File: config.mk
export PLATFORM = sky130hd
export DESIGN_NAME = multiplier_control_taint_bitwise
export DESIGN_NICKNAME = d
export VERILOG_FILES = /design/src/rtl/multiplier_control_taint_bitwise.sv
export SDC_FILE = /design/constraint.sdc
export NUM_CORES = 1
export LEC_CHECK = 0
export CAP_MARGIN = 10
export CORE_MARGIN = 1.5
export CORE_UTILIZATION = 31
export DETAILED_ROUTE_END_ITERATION = 8
export GPL_ROUTABILITY_DRIVEN = 0
export PLACE_DENSITY = 0.79
export RECOVER_POWER = 50
export SLEW_MARGIN = 0
export SYNTH_ARGS = -nofsm -noshare
export SYNTH_HDL_FRONTEND = slang
export SYNTH_SLANG_ARGS = --single-unit
File: constraint.sdc
create_clock -name clk -period 1.45 [get_ports clk]
set_clock_uncertainty 0.05 [all_clocks]
set_input_delay 0.435 -clock clk [delete_from_list [all_inputs] [get_ports clk]]
set_output_delay 0.435 -clock clk [all_outputs]
set_load 0.05 [all_outputs]
File: src/rtl/multiplier_control_taint_bitwise.sv
// Sequencing FSM for a shift-add multiplier with optional signed mode.
// Tracks one taint bit for its own state, fed by start and the tested multiplier bit.
module multiplier_control_taint_bitwise #(
    parameter int unsigned WIDTH        = 4,
    parameter bit          SIGNED       = 1'b0,
    parameter bit          KILL_ON_IDLE = 1'b1
) (
    input  logic             clk,
    input  logic             rst,
    input  logic             start,
    input  logic             start_t,
    input  logic [WIDTH-1:0] multiplierReg,
    input  logic [WIDTH-1:0] multiplierReg_t,
    output logic             busy,
    output logic             productDone,
    output logic             rsload,
    output logic             rssub,
    output logic             rsclear,
    output logic             rsshr,
    output logic             mrld,
    output logic             mdld,
    output logic             busy_t,
    output logic             productDone_t,
    output logic             rsload_t,
    output logic             rssub_t,
    output logic             rsclear_t,
    output logic             rsshr_t,
    output logic             mrld_t,
    output logic             mdld_t
);

    localparam int unsigned CW = $clog2(WIDTH);
    localparam logic [CW-1:0] CntMax = CW'(WIDTH - 1);

    typedef enum logic [2:0] {StIdle, StLoad, StTest, StAdd, StShift, StDone} state_e;

    state_e        state_q, state_d;
    logic [CW-1:0] cnt_q, cnt_d;
    logic          taint_q, taint_d;

    always_ff @(posedge clk or posedge rst) begin
        if (rst) begin
            state_q <= StIdle;
            cnt_q   <= '0;
            taint_q <= 1'b0;
        end else begin
            state_q <= state_d;
            cnt_q   <= cnt_d;
            taint_q <= taint_d;
        end
    end

    always_comb begin
        state_d     = state_q;
        cnt_d       = cnt_q;
        taint_d     = taint_q;
        productDone = 1'b0;
        rsload      = 1'b0;
        rssub       = 1'b0;
        rsclear     = 1'b0;
        rsshr       = 1'b0;
        mrld        = 1'b0;
        mdld        = 1'b0;
        unique case (state_q)
            StIdle: begin
                cnt_d   = '0;
                taint_d = taint_q | start_t;
                if (start) state_d = StLoad;
            end
            StLoad: begin
                mrld    = 1'b1;
                mdld    = 1'b1;
                rsclear = 1'b1;
                state_d = StTest;
            end
            StTest: begin
                // Branch depends on the tested bit only, so only its taint propagates.
                taint_d = taint_q | multiplierReg_t[cnt_q];
                state_d = multiplierReg[cnt_q] ? StAdd : StShift;
            end
            StAdd: begin
                rsload  = 1'b1;
                rssub   = SIGNED && (cnt_q == CntMax);
                state_d = StShift;
            end
            StShift: begin
                rsshr = 1'b1;
                if (cnt_q == CntMax) begin
                    state_d = StDone;
                end else begin
                    cnt_d   = cnt_q + CW'(1);
                    state_d = StTest;
                end
            end
            StDone: begin
                productDone = 1'b1;
                if (KILL_ON_IDLE) taint_d = 1'b0;
                state_d = StIdle;
            end
            default: state_d = StIdle;
        endcase
    end

    assign busy          = (state_q != StIdle);
    assign busy_t        = taint_q;
    assign productDone_t = taint_q;
    assign rsload_t      = taint_q;
    assign rssub_t       = taint_q;
    assign rsclear_t     = taint_q;
    assign rsshr_t       = taint_q;
    assign mrld_t        = taint_q;
    assign mdld_t        = taint_q;

endmodule

# After elaboration in Yosys (flattened, before gate mapping)
# Cells that the tools add are included.
[totals]
ff_bits = 6
[op_classes]
addsub = 1
n_eq_ne = 8
n_bitwise = 2
n_mux = 15
n_reduce_logical = 5
order_cmp = 1
[op_table]
columns = ["operator", "n"]
rows = [
  ["$pmux 3 s5", 1],
  ["$mux 3", 3],
  ["$eq 3x2->1 const B", 2],
  ["$eq 3x3->1 const B", 2],
  ["$mux 1", 6],
  ["$reduce_bool 3->1", 2],
  ["$bmux 1 s2", 2],
  ["$ne 2x2->1 const B", 2],
  ["$pmux 2 s2", 1],
  ["$eq 3x1->1 const B", 1],
  ["$logic_not 3->1", 1],
  ["$lt 2x3->1 const B", 1],
  ["$pmux 1 s3", 1],
  ["$add 2x1->2 const B", 1],
  ["$eq 2x2->1 const B", 1],
  ["$mux 2", 1],
  ["$or 1x1->1", 2],
  ["$reduce_and 2->1", 1],
  ["$reduce_bool 2->1", 1],
]

# Logic depth before layout (Yosys ltp)
[depth]
ltp_word = 4
depth_mapped = 4

# Worst setup path before layout
# No wires, ideal clock.
[synth_path]
path_type = "register to output"
from = "reg state_q[1]"
to = "out mrld"
required_ps = 965
arrival_ps = 2204
setup_slack_ps = -1239
stages_incl_launch_ff = 4
cell_sequence = "dfrtp_1 -> buf_2 -> nor3b_1 -> buf_4"
[synth_between]
elab_chain_len = 2
[synth_lines]
columns = ["element", "line_no", "rtl"]
rows = [
  ["start: declaration", "37", "state_e state_q, state_d;"],
  ["start signal: assignment", "43", "state_q <= StIdle;"],
  ["start signal: assignment", "47", "state_q <= state_d;"],
  ["$eq 3x1->1", "-", ""],
  ["$mux 1", "-", ""],
  ["end: declaration", "20", "output logic mrld,"],
]
# Every way passes these cells.

# Worst setup path in the final report
[layout_path]
from = "reg state_q[2]"
to = "out mdld"
[layout_between]
elab_chain_len = 2
[layout_lines]
columns = ["element", "line_no", "rtl"]
rows = [
  ["$eq 3x1->1", "64", "unique case (state_q)"],
  ["$mux 1", "64", ""],
  ["end: declaration", "21", "output logic mdld,"],
]
# Every way passes these cells.

==> flow_metrics.py <==
metrics = {
    "status": {
        "status": "finished, violations left",
        "violations_in_the_final_reports": "setup timing",
    },
    "global_routing": {
        "antenna_found_initial": 0,
        "first_pass_grt_wire_length_mm": 2.19,
        "total_overflow_reported_by_the_global_router": 0,
        "grt_max_degree": 7,
        "grt_util_all_layers_pct": 20.6,
        "first_global_vias": 498,
    },
    "sta": {
        "setup_repair_after_global_routing_missed_its_margin": "yes",
        "hold-worst-slack_ns": 0.493,
        "timing_hold_violations_final": 0,
        "layout_min_cycle_time_ns": 1.77,
        "finalCritPeriodShare_pct": 122,
        "drv_slew": 0,
        "finalSetupViolCount": 15,
        "fmaxAchievable_ghz": 0.565,
        "smallest_setup_slack_after_layout_ns": -0.319,
    },
    "worst_setup_path": {
        "critical_path_sink_type": "output pin",
        "cpMostUsedCell": "buf_6",
        "critical_path.cell_chain": "buf_6 -> nor3b_4 -> buf_6 -> buf_12",
        "worst_path_largest_cell_delay_ns": 0.43,
        "rr_startpoint": "cnt_q[0]",
        "worst_r2r_path_depth": 3,
        "cp_max_fo": 5,
        "internal_reg_to_reg_setup_slack_ns": 0.06,
        "worst_path_max_delay_cell": "dfrtp_2",
        "worst-endpoint-required_ns": 0.97,
        "worst_r2r_endpoint": "busy_t",
        "worst-endpoint-arrival_ns": 1.28,
        "timing.setup.critical_path_class": "reg2out",
        "worst_setup_path_start_kind": "flop",
    },
    "floorplanning": {
        "die_w_um": 41.4,
        "die_area_sq_um": 1710,
        "rows": 13,
        "floorplan.initialDensity_pct": 34.2,
        "fp.coreArea_sq_um": 1330,
        "die_height_um": 41.4,
        "num_io_pins": 28,
    },
    "flow_run": {
        "cap_violations": 0,
    },
    "logic_synthesis": {
        "mean_cell_area_of_the_mapped_netlist_sq_um": 9.32,
        "synth_top_flop_cell": "dfrtp_1",
        "synth_seq_area_share_pct": 32.9,
        "ys.warnings.count": 0,
        "edff_count_synth": 0,
        "syn_nets": 62,
        "fraction_of_registers_with_async_set_or_reset_after_synthesis_pct": 100,
        "netlist_instances": 49,
        "post_synth_cell_types": 23,
        "synth_seq_cells": 6,
        "mappedNetlistArea_sq_um": 457,
    },
    "clock_network": {
        "cts_tree": "done",
        "path_clk_slew_ns": 0.06,
        "clock_latency_on_the_worst_skew_pair_ns": 0.25,
        "cts_made_buffers": 3,
        "clockBufferDepth": 2,
        "cts_root_buf": "clkbuf_4",
        "cts_num_sinks": 6,
        "htree_levels": 1,
    },
    "place": {
        "hpwl_detailed_mm": 1.06,
        "placement.io_buffers": 26,
        "placed_cell_area_sq_um": 918,
        "numPlacedInstances": 92,
    },
    "power": {
        "power.share.combinational_pct": 79.5,
        "share_of_power_burned_in_registers_pct": 13.6,
        "switching_share_pct": 45.7,
        "power.static_leakage_uw": 0.000513,
        "p_sw_uw": 1140,
        "clock_power_share_pct": 6.9,
        "internal-power_uw": 1350,
        "ir_worst_vdd_mv": 1.83,
        "power.density_nw_per_um2": 2310,
    },
    "routing": {
        "wl_per_cell_um": 13.4,
        "drt_first_iter_violations": 22,
        "route.detailed.vias_per_inst": 4.88,
        "finalWirelength_mm": 1.39,
        "route.detailed.drc": 0,
        "dr_total_vias": 507,
        "antenna_violating_nets_post_route": 0,
        "firstDrtPassIters": 4,
    },
    "final_layout": {
        "fraction_of_final_layout_cells_with_drive_strength_greater_than_1_pct": 64.0,
        "fin_area_sq_um": 1070,
        "layout_common_cells": "buf_12 (14), buf_4 (14), buf_6 (7)",
        "utilization_pct": 80.6,
        "n_fill_cell": 83,
        "diodes": 0,
        "stdcell_count": 104,
        "area.growth.synth_to_final_pct": 135,
        "design.final.nets": 103,
    },
    "min_path": {
        "min-delay-path-class": "in2async",
    },
}
logic make-up (layout without fill, tap and decap cells):
group / after synthesis / in the layout / share of synthesized area (%)
adders and majority gates: 1 / 1 / 2.74
DFF: 6 / 6 / 32.9
and+or+nand+nor: 13 / 13 / 15.9
AOI/OAI and AO/OA: 9 / 9 / 13.2
other: 1 / 1 / 0.821
muxes: 3 / 3 / 12.9
buffers and inverters: 16 / 56 / 21.6
stage by stage:
stage                     setup TNS [ns]  worst slack (ns)  total power [uW]
after floorplan                    -2.02            -0.356              1280
after global placement             -1.27            -0.280              1960
after detailed placement           -1.53            -0.319              2000
after CTS                          -2.57            -0.312              2370
after global routing               -3.09            -0.363              2610
final                              -2.50            -0.319              2480
synth_stat cells (2+ instances only):
library cell | count | area, sq um
buf_4 | 10 | 75.1
o21ai_0 | 2 | 10.0
nor3_1 | 3 | 15.0
dfrtp_1 | 6 | 150
a21oi_1 | 2 | 10.0
nand2_1 | 5 | 18.8
inv_1 | 5 | 18.8
timing repair:
item	CTS	global route
resized for setup	20	13
cloned	0	0
pin swaps	7	7
setup buffers	5	3
endpoints found under the setup margin	17	18
hold buffers	0	0
power by group through the flow:
stage / combinational [uW] / clock [uW] / sequential [uW]
after floorplan: 945 / 0 / 334
after global placement: 1620 / 0 / 338
after detailed placement: 1650 / 0 / 345
after CTS: 1870 / 179 / 316
after global routing: 2070 / 188 / 349
final: 1980 / 170 / 338
worst max path at each step:
| stage | start | end | slack, ns | cells after the start |
|---|---|---|---|---|
| global placement | multiplierReg_t[1] | busy_t | -0.28 | 4 |
| floorplan | state_q[1] | mrld | -0.36 | 3 |
| finish | state_q[2] | mdld | -0.32 | 4 |
| global route | state_q[2] | mrld | -0.36 | 4 |
| detailed placement | multiplierReg_t[1] | busy_t | -0.32 | 4 |
| CTS | state_q[1] | busy | -0.31 | 2 |
flip-flops by register name, summed over array words and instances (netlist names):
register / flops
cnt_q: 2
state_q: 3
busy_t: 1
worst max-delay path: cells and delay by family (launching register included):
kind          cells  cell delay (ns)
buf+inv           3             0.42
flops             1             0.43
simple gates      1             0.20
layout make-up:
type	count	area [sq um]	area share, %
clock buffer	4	26.3	2.44
timing repair buffer	47	591	54.9
tap	15	18.8	1.75
sequential	6	159	14.8
multi-input combinational	27	259	24.1
inverter	5	21.3	1.98
layer usage:
layer	global-route usage, %	share of wire (%)	wire length (um)
met3	4.79	6.4	89
met1	21.7	32	451
met5	0	0	0
met2	39.5	60	836
met4	7.26	1.2	17
Note: power is estimated with default switching activity, not from simulation.
